===== config.mk =====
export PLATFORM = sky130hd
export DESIGN_NAME = shift_issue_unit
export DESIGN_NICKNAME = d
export VERILOG_FILES = /design/src/rtl/shift_issue_unit.sv
export SDC_FILE = /design/constraint.sdc
export NUM_CORES = 1
export LEC_CHECK = 0
export CAP_MARGIN = 20
export CORE_ASPECT_RATIO = 2
export CORE_MARGIN = 3
export CORE_UTILIZATION = 37
export CTS_CLUSTER_SIZE = 8
export DETAILED_ROUTE_END_ITERATION = 8
export GPL_ROUTABILITY_DRIVEN = 0
export PLACE_DENSITY_LB_ADDON = 0.2
export SYNTH_ARGS = -nofsm -noshare
export SYNTH_HDL_FRONTEND = slang
export SYNTH_SLANG_ARGS = --single-unit

===== constraint.sdc =====
create_clock -name clk -period 5.6 [get_ports clk]
set_input_delay 0.84 -clock clk [delete_from_list [all_inputs] [get_ports clk]]
set_output_delay 0.84 -clock clk [all_outputs]
set_load 0.01 [all_outputs]

===== src/rtl/shift_issue_unit.sv =====
// -----------------------------------------------------------------------------
// shift_issue_unit
//
// Sequences one shift-left operation over a shared 32-bit bus: the operand is
// captured on start, the shift amount on amt_valid, the external shift-left
// unit is driven from registers, and its combinational result is captured
// into the Z register one cycle later together with an overflow flag.
//
// Parameters
//   ZERO_WIDE   1: amounts >= 32 force a zero result; 0: amount taken mod 32
//
// Ports
//   clk         clock, all state changes on the rising edge
//   clear       asynchronous active-high reset
//   bus_in      [31:0] operand, then shift amount
//   start       capture bus_in as operand (IDLE only)
//   amt_valid   capture bus_in as shift amount (WAIT_AMT only)
//   shf_result  [31:0] result from the downstream shift-left unit
//   shf_operand [31:0] registered operand to the shift-left unit
//   shf_amount  [4:0]  registered amount to the shift-left unit
//   z_out       [31:0] registered result
//   ovf         a 1 bit was shifted out past bit 31
//   busy        high in every state except IDLE
//   done        one-cycle completion pulse
// -----------------------------------------------------------------------------
module shift_issue_unit #(
    parameter int unsigned ZERO_WIDE = 1
) (
    input  logic        clk,
    input  logic        clear,
    input  logic [31:0] bus_in,
    input  logic        start,
    input  logic        amt_valid,
    input  logic [31:0] shf_result,
    output logic [31:0] shf_operand,
    output logic [4:0]  shf_amount,
    output logic [31:0] z_out,
    output logic        ovf,
    output logic        busy,
    output logic        done
);

    localparam logic [1:0] IDLE     = 2'd0;
    localparam logic [1:0] WAIT_AMT = 2'd1;
    localparam logic [1:0] EXEC     = 2'd2;
    localparam logic [1:0] DONE     = 2'd3;

    logic [1:0]  state_reg;
    logic [1:0]  state_next;
    logic [31:0] op_reg;
    logic [31:0] amt_reg;
    logic [31:0] z_reg;
    logic        ovf_reg;

    logic [4:0]  amt_low;
    logic        wide_amt;
    logic [31:0] spill;
    logic [31:0] z_next;
    logic        ovf_next;

    assign amt_low  = amt_reg[4:0];
    assign wide_amt = (ZERO_WIDE != 0) && (amt_reg[31:5] != 27'd0);

    // Operand bit gi leaves the word when gi + amount reaches 32. An amount
    // of zero never spills, so no separate zero test is needed here.
    genvar gi;
    generate
        for (gi = 0; gi < 32; gi++) begin : g_spill
            assign spill[gi] = op_reg[gi] & (({1'b0, amt_low} + 6'(gi)) >= 6'd32);
        end
    endgenerate

    always_comb begin
        z_next   = shf_result;
        ovf_next = |spill;
        if (wide_amt) begin
            z_next   = 32'd0;
            ovf_next = |op_reg;
        end else if (amt_low == 5'd0) begin
            // Pass the operand straight through rather than trusting the
            // external unit for the identity case.
            z_next   = op_reg;
            ovf_next = 1'b0;
        end
    end

    always_comb begin
        state_next = state_reg;
        case (state_reg)
            IDLE:     if (start)     state_next = WAIT_AMT;
            WAIT_AMT: if (amt_valid) state_next = EXEC;
            EXEC:                    state_next = DONE;
            default:                 state_next = IDLE;
        endcase
    end

    always_ff @(posedge clk or posedge clear) begin
        if (clear) begin
            state_reg <= IDLE;
            op_reg    <= 32'd0;
            amt_reg   <= 32'd0;
            z_reg     <= 32'd0;
            ovf_reg   <= 1'b0;
        end else begin
            state_reg <= state_next;
            if (state_reg == IDLE && start) begin
                op_reg <= bus_in;
            end
            if (state_reg == WAIT_AMT && amt_valid) begin
                amt_reg <= bus_in;
            end
            // Result registers only move on the EXEC->DONE edge and hold
            // through the following operation.
            if (state_reg == EXEC) begin
                z_reg   <= z_next;
                ovf_reg <= ovf_next;
            end
        end
    end

    assign shf_operand = op_reg;
    assign shf_amount  = amt_low;
    assign z_out       = z_reg;
    assign ovf         = ovf_reg;
    assign busy        = (state_reg != IDLE);
    assign done        = (state_reg == DONE);

endmodule


==> impl_metrics.tcl, run 1 <==
set metrics [dict create \
    outcome "completed" \
    syn2layout_area_growth_pct 37.2 \
    maxCapViolCount 0 \
    critPathMaxFanout 18 \
    fin_skew_ns 0.00561 \
    dr.pass1.iters 5 \
    antenna_found_initial 0 \
    avgSynthCellArea_um2 11.9 \
    power.internal_mw 1.96 \
    clkSinkCount 99 \
    power_mw 3.13 \
    hpwl_mm 10.8 \
    syn_nets 469 \
    utilization_pct 52.7 \
    dieHeight_um 166 \
    critPathSlowestCell "dfrtp_1" \
    first_iter_violations 258 \
    slew_headroom_pct 33.9 \
    cts.repair.resized 0 \
    cts_max_level 3 \
    vias 3706 \
    startpoint_type "flop" \
    post_cts_buffers 0 \
    grt_use_total_pct 20.2 \
    finalSetupViolCount 0 \
    netlist_area_um2 4710 \
    insertedDiodeCount 0 \
    max_freq_ghz 0.389 \
    instances_no_fill 673 \
    slew_violations 0 \
    p_per_area_nw_per_um2 484 \
    dieArea_um2 14200 \
    final_cell_mix "clkdlybuf4s50_1 (139), dfrtp_1 (99), mux2_2 (75)" \
    whs_ns 0.478 \
    crit_required_ns 4.76 \
    p_comb_share_pct 37.6 \
    io_pins 140 \
    rsz0062_at_grt "no" \
    min_period_over_period_pct 45.9 \
    vdd_drop_max_mv 0.328 \
    clockPowerShare_pct 18.7 \
    ys_types 46 \
    drc 0 \
    pre_cts_slack_ns 3.12 \
    setup_ws_ns 3.03 \
    setup_tns_ns 0 \
    grt_pass1_vias 3842 \
    nets 593 \
    yosysWarnings 0 \
    grt_max_degree 54 \
    drt_wl_total_mm 14.3 \
    drive_above_1_share_pct 19.0 \
    via_per_inst 5.51 \
    endpoint_kind "output pin" \
    cts_tree "built" \
    crit_chain "clkdlybuf4s50_1" \
    place_inst 656 \
    cts_root_buffer "clkbuf_16" \
    worstPathArrival_ns 1.73 \
    initial_utilization_pct 38.4 \
    wl_per_cell_um 21.2 \
    ys_ff_latch 99 \
    clk_path_buf_depth 2 \
    core-area_um2 12300 \
    power.leakage_nw 2.91 \
    switchingPower_mw 1.17 \
    cts_buffers 9 \
    grt_overflow 0 \
    sw_frac_of_total_pct 37.5 \
    clk_latency_ns 0.34 \
    path_clk_slew_ns 0.07 \
    fin_area_um2 6470 \
    critical-path-max-stage-delay_ns 0.72 \
    placement.cell_area_um2 6170 \
    finalCriticalPeriod_ns 2.57 \
    worstSetupPathType "reg2out" \
    finalHoldViolations 0 \
    grt_first_pass_wirelength_mm 21.7 \
    ys_seq_area_share_pct 52.6 \
    drtAntennaViolNets 0 \
    port-buffer-count 139 \
    hold_path.class "reg2reg" \
    final_common_cell "clkdlybuf4s50_1" \
    synthCells 397 \
    ctsHoldBuffers 0 \
    fp-row-count 57 \
    path_delay_family "flip-flops" \
    crit_buf_inv 1 \
    die-width_um 85.8 \
    worst_slew_pin_slew_ns 0.992 \
    seq_power_share_pct 43.7 \
]
[layout make-up]
type / count / area (um^2)
Timing Repair Buffer: 145 / 1440
Tap cell: 147 / 184
Clock buffer: 11 / 243
Clock inverter: 5 / 37.5
Fill cell: 1104 / 5800
Sequential cell: 99 / 2480
Inverter: 8 / 32.5
Multi-Input combinational cell: 258 / 2050
[synthesized netlist by cell type, drive strengths merged]
cell     count  area share [%]
or3          2            0.27
clkbuf      14             1.1
nand4        3            0.40
nor2        12            0.96
mux2        75              18
a211o        2            0.37
a2bb2oi      1            0.19
a22oi        1            0.16
dfrtp       99              53
nor4b        2            0.37
buf         18             2.2
o221ai       1            0.19
a21o        21             3.3
nor2b        2            0.27
a32o         1            0.21
o22ai        2            0.27
clkinv       1           0.080
a211oi       3            0.48
a31oi        1            0.13
nor4        13             1.9
nand2       29             2.3
and2         1            0.13
mux2i       22             4.7
o32ai        1            0.19
and3         3            0.40
nand3        1            0.11
a2111oi      2            0.77
a21oi       15             1.6
o21a         3            0.48
a221o        1            0.21
o31ai        1            0.16
or4          2            0.40
inv          7            0.56
o32a         1            0.21
o311a        1            0.21
o2111ai      1            0.19
or2          1            0.13
ha           4             1.1
o21ai        3            0.32
nor3        24             2.5
[logic make-up after synthesis]
kind of cell | Yosys count | synth area share [%]
multiplexers | 97 | 22.6
adder cells (fa/ha/maj) | 4 | 1.06
buffers and inverters | 40 | 3.96
AO/OA/AOI/OAI | 62 | 9.67
flip-flops | 99 | 52.6
AND/OR/NAND/NOR | 95 | 10.1
[layer usage]
metal | wire length [um] | part of all wire, % | GRT usage (%)
met1 | 5340 | 37 | 23.6
met2 | 7940 | 56 | 37.5
met3 | 642 | 4.5 | 2.63
met4 | 342 | 2.4 | 7.13
met5 | 0 | 0 | 0
[final timing paths]
path / from / end / slack (ns) / cells after the start
setup / recovery: amt_reg[1] / shf_amount[1] / 3.03 / 1
hold / removal: z_out[17] / z_out[17] / 0.48 / 1
hold reg to reg: z_out[17] / z_out[17] / 0.48 / 1
max in group asynchronous: clear / z_out[16] / 3.55 / 3
setup reg to reg: state_reg[0] / ovf / 3.16 / 7
min in group asynchronous: clear / shf_operand[25] / 0.96 / 2
[power by group through the flow]
| stage | registers (mW) | clock network (mW) | logic (mW) |
|---|---|---|---|
| 2_1_floorplan | 1.21 | 0 | 0.744 |
| 3_3_place_gp | 1.37 | 0 | 1.16 |
| 3_5_place_dp | 1.37 | 0 | 1.18 |
| 4_1_cts | 1.36 | 0.595 | 1.19 |
| 5_1_grt | 1.40 | 0.618 | 1.27 |
| 6_report | 1.37 | 0.585 | 1.18 |
Power figures use the tool's default switching activity.
==> run 2, diff against run 1 <==
Clock period 5.6 ns to 2.3 ns, I/O delays scaled along.
==> impl_metrics.tcl, run 2 (synthesis gave the netlist of run 1 again) <==
set metrics [dict create \
    clockPowerShare_pct 18.1 \
    placement.cell_area_um2 6390 \
    drc 0 \
    drtAntennaViolNets 0 \
    startpoint_type "flop" \
    slew_violations 0 \
    clk_latency_ns 0.35 \
    first_iter_violations 194 \
    grt_use_total_pct 20.9 \
    ctsHoldBuffers 0 \
    post_cts_buffers 0 \
    power.leakage_nw 3.03 \
    fin_skew_ns 0.00847 \
    clkSinkCount 99 \
    crit_chain "o221ai_1, o21ai_0, or4_4, a2111oi_4, a211oi_1" \
    dr.pass1.iters 4 \
    setup_ws_ns 0.103 \
    power_mw 7.89 \
    cts_tree "built" \
    critical-path-max-stage-delay_ns 0.61 \
    drive_above_1_share_pct 21.8 \
    pre_cts_slack_ns 0.168 \
    finalSetupViolCount 0 \
    cts.repair.resized 0 \
    vdd_drop_max_mv 0.741 \
    fin_area_um2 6680 \
    min_period_over_period_pct 95.5 \
    rsz0062_at_grt "no" \
    worstSetupPathType "reg2reg" \
    critPathSlowestCell "dfrtp_1" \
    outcome "completed" \
    final_common_cell "clkdlybuf4s50_1" \
    fillCellCount 1125 \
    hpwl_mm 11.5 \
    drt_wl_total_mm 14.6 \
    crit_required_ns 2.52 \
    nets 613 \
    via_per_inst 5.49 \
    clk_path_buf_depth 2 \
    worst_slew_pin_slew_ns 0.630 \
    core-area_um2 12300 \
    p_per_area_nw_per_um2 1180 \
    grt_first_pass_wirelength_mm 22.0 \
    hold_path.class "in2async" \
    antenna_found_initial 1 \
    whs_ns 0.373 \
    setup_tns_ns 0 \
    wl_per_cell_um 21.0 \
    finalCriticalPeriod_ns 2.20 \
    syn2layout_area_growth_pct 41.7 \
    cts_root_buffer "clkbuf_16" \
    initial_utilization_pct 38.4 \
    worstPathArrival_ns 2.42 \
    crit_buf_inv 0 \
    die-width_um 85.8 \
    io_pins 140 \
    sw_frac_of_total_pct 36.5 \
    slew_headroom_pct 58.0 \
    path_clk_slew_ns 0.07 \
    path_delay_family "compound AO/OA/AOI/OAI gates" \
    endpoint_kind "flop" \
    cts_max_level 3 \
    grt_overflow 0 \
    dieHeight_um 166 \
    port-buffer-count 139 \
    seqCellArea_um2 2480 \
    switchingPower_mw 2.88 \
    grt_max_degree 52 \
    fp-row-count 57 \
    vias 3812 \
    p_comb_share_pct 42.1 \
    grt_pass1_vias 3982 \
    max_freq_ghz 0.455 \
    power.internal_mw 5.01 \
    dieArea_um2 14200 \
    critPathMaxFanout 18 \
    final_cell_mix "clkdlybuf4s50_1 (139), dfrtp_1 (99), mux2_2 (75)" \
    finalHoldViolations 0 \
    seq_power_share_pct 39.7 \
    multiInputGateArea_um2 2050 \
    maxCapViolCount 0 \
    cts_buffers 9 \
]
==> run 2: power groups by stage <==
| stage | sequential [mW] | clock [mW] | combinational, mW |
|---|---|---|---|
| 6_report | 3.14 | 1.43 | 3.33 |
| 3_5_place_dp | 3.14 | 0 | 3.35 |
| 3_3_place_gp | 3.13 | 0 | 3.29 |
| 5_1_grt | 3.20 | 1.53 | 3.60 |
| 2_1_floorplan | 2.94 | 0 | 1.81 |
| 4_1_cts | 3.12 | 1.46 | 3.36 |
==> run 2: final cells by class <==
type,count,share of cell area (%)
sequential,99,37.1
multi-input combinational,258,30.7
timing repair buffer,165,24.7
clock buffer,13,3.90
tap,147,2.75
inverter,8,0.506
clock inverter,3,0.319
antenna,1,0.0375
==> run 2: routing by layer <==
layer | share of wire [%] | track usage (%) | vias to the layer above
met5 | 0 | 0 | -
met4 | 4.4 | 12.0 | 0
met3 | 6.3 | 3.82 | 37
met2 | 55 | 37.3 | 146
met1 | 34 | 22.8 | 1897
li1 | - | - | 1732
==> run 2: final timing paths <==
check,from,to,slack (ns),depth (start not counted)
worst max-delay path,amt_reg[1],ovf,0.10,5
min in group clk,z_out[25],z_out[25],0.48,1
worst min-delay path,clear,state_reg[0],0.37,2
worst min register to register,z_out[25],z_out[25],0.48,1
worst max register to register,amt_reg[1],ovf,0.10,5
max in group asynchronous,clear,shf_operand[5],1.31,3
==> run 2: through the flow <==
step	utilization, %	std cells
finish	54.4	694
global route	54.4	694
CTS	54.4	693
detailed placement	52.1	677
global placement	52.1	677
floorplan	-	397
==> run 3, diff against run 2 <==
Settings changed: GPL_TIMING_DRIVEN set to 0.
==> impl_metrics.tcl, run 3 (synthesis gave the netlist of run 1 again) <==
set metrics [dict create \
    rsz0062_at_grt "yes" \
    critPathSlowestCell "dfrtp_1" \
    vdd_drop_max_mv 0.710 \
    core-area_um2 12300 \
    min_period_over_period_pct 95.7 \
    post_cts_buffers 0 \
    crit_buf_inv 2 \
    path_delay_family "simple AND/OR/NAND/NOR gates" \
    grt_max_degree 42 \
    hold_path.class "in2async" \
    endpoint_kind "flop" \
    finalSetupViolCount 0 \
    power.leakage_nw 2.97 \
    slew_violations 0 \
    cts_max_level 3 \
    grt_overflow 0 \
    reg2regPathDepth 8 \
    antenna_found_initial 0 \
    finalHoldViolations 0 \
    p_comb_share_pct 40.9 \
    drtAntennaViolNets 0 \
    dieHeight_um 166 \
    die-width_um 85.8 \
    cts_buffers 9 \
    cts_tree "built" \
    dieArea_um2 14200 \
    p_per_area_nw_per_um2 1180 \
    outcome "completed" \
    critical-path-max-stage-delay_ns 0.42 \
    seq_power_share_pct 41.2 \
    io_pins 140 \
    final_cell_mix "clkdlybuf4s50_1 (139), dfrtp_1 (99), mux2_2 (75)" \
    path_clk_slew_ns 0.07 \
    whs_ns 0.379 \
    finalCriticalPeriod_ns 2.20 \
    syn2layout_area_growth_pct 40.1 \
    cts_root_buffer "clkbuf_16" \
    utilization_pct 53.8 \
    cts.repair.resized 0 \
    clk_path_buf_depth 2 \
    fp-row-count 57 \
    critPathMaxFanout 6 \
    vias 3835 \
    drc 0 \
    clockPowerShare_pct 17.9 \
    maxCapViolCount 0 \
    clkSinkCount 99 \
    drive_above_1_share_pct 19.7 \
    hpwl_mm 11.7 \
    sw_frac_of_total_pct 37.7 \
    wl_per_cell_um 21.2 \
    initial_utilization_pct 38.4 \
    grt_pass1_vias 4126 \
    worst_slew_pin_slew_ns 0.730 \
    met1_length_mm 5.28 \
    grt_first_pass_wirelength_mm 22.8 \
    cp_num_cells 8 \
    first_iter_violations 228 \
    slew_headroom_pct 51.4 \
    drt_wl_total_mm 14.8 \
    clk_latency_ns 0.35 \
    power.internal_mw 4.84 \
    nets 621 \
    routed.top_layer "met4" \
    fin_skew_ns 0.0111 \
    max_freq_ghz 0.455 \
    startpoint_type "flop" \
    final_common_cell "clkdlybuf4s50_1" \
    crit_required_ns 2.52 \
    worstSetupPathType "reg2reg" \
    switchingPower_mw 2.93 \
    worstPathArrival_ns 2.42 \
    ctsHoldBuffers 0 \
    dr.pass1.iters 4 \
    via_per_inst 5.48 \
    insertedDiodeCount 0 \
    grt_use_total_pct 21.6 \
    power_mw 7.78 \
    port-buffer-count 139 \
    crit_chain "inv_1, ha_1, clkbuf_1, nor4b_1, and3_1, nand4_1, a2111oi_4, a211oi_1" \
    dr_wl_met3_um 698 \
    dr_wl_met2_mm 8.28 \
    fillCellCount 1124 \
]
run 3: changes by cell type in the layout (fill, tap and decap cells not counted), sizes merged:
cell	previous run	this run
clkbuf	13	24
buf	26	20
inv	7	9
diode	1	0
run 3: cell type report:
class                      count  area (um^2)  share of cell area [%]
timing repair buffer         141         1430                    21.7
tap                          147          184                    2.79
sequential                    99         2480                    37.5
inverter                       8         33.8                   0.512
clock inverter                 5         38.8                   0.588
clock buffer                  10          229                    3.47
multi-input combinational    258         2050                    31.0
buffer                        32          158                    2.39
run 3: metal layers:
layer	up-vias	track usage, %
li1	1743	-
met1	1895	23.6
met2	160	40.1
met3	37	3.08
met4	0	10.2
met5	-	0
run 3: final timing paths:
| kind | startpoint | end | slack (ns) |
|---|---|---|---|
| max | state_reg[0] | ovf | 0.1 |
| min | clear | z_out[5] | 0.38 |
| max reg2reg | state_reg[0] | ovf | 0.1 |
| min reg2reg | z_out[22] | z_out[22] | 0.48 |
| max in group asynchronous | clear | shf_operand[6] | 1.35 |
| min in group clk | z_out[22] | z_out[22] | 0.48 |
run 3: power by group through the flow:
stage	sequential, mW	clock [mW]	combinational, mW
finish	3.20	1.39	3.18
floorplan	2.94	0	1.81
global route	3.27	1.50	3.44
detailed placement	3.21	0	3.19
global placement	3.19	0	3.11
CTS	3.18	1.42	3.21
run 3: metrics by stage:
stage | worst slack [ns] | instances | TNS, ns | instance area [um^2]
after floorplan | 0.369 | 397 | 0 | 4720
after global placement | -0.214 | 683 | -20.44 | 6290
after detailed placement | 0.0300 | 685 | 0 | 6330
after CTS | 0.0171 | 700 | 0 | 6600
after global routing | -0.0101 | 700 | -0.0101 | 6600
final | 0.0998 | 700 | 0 | 6600
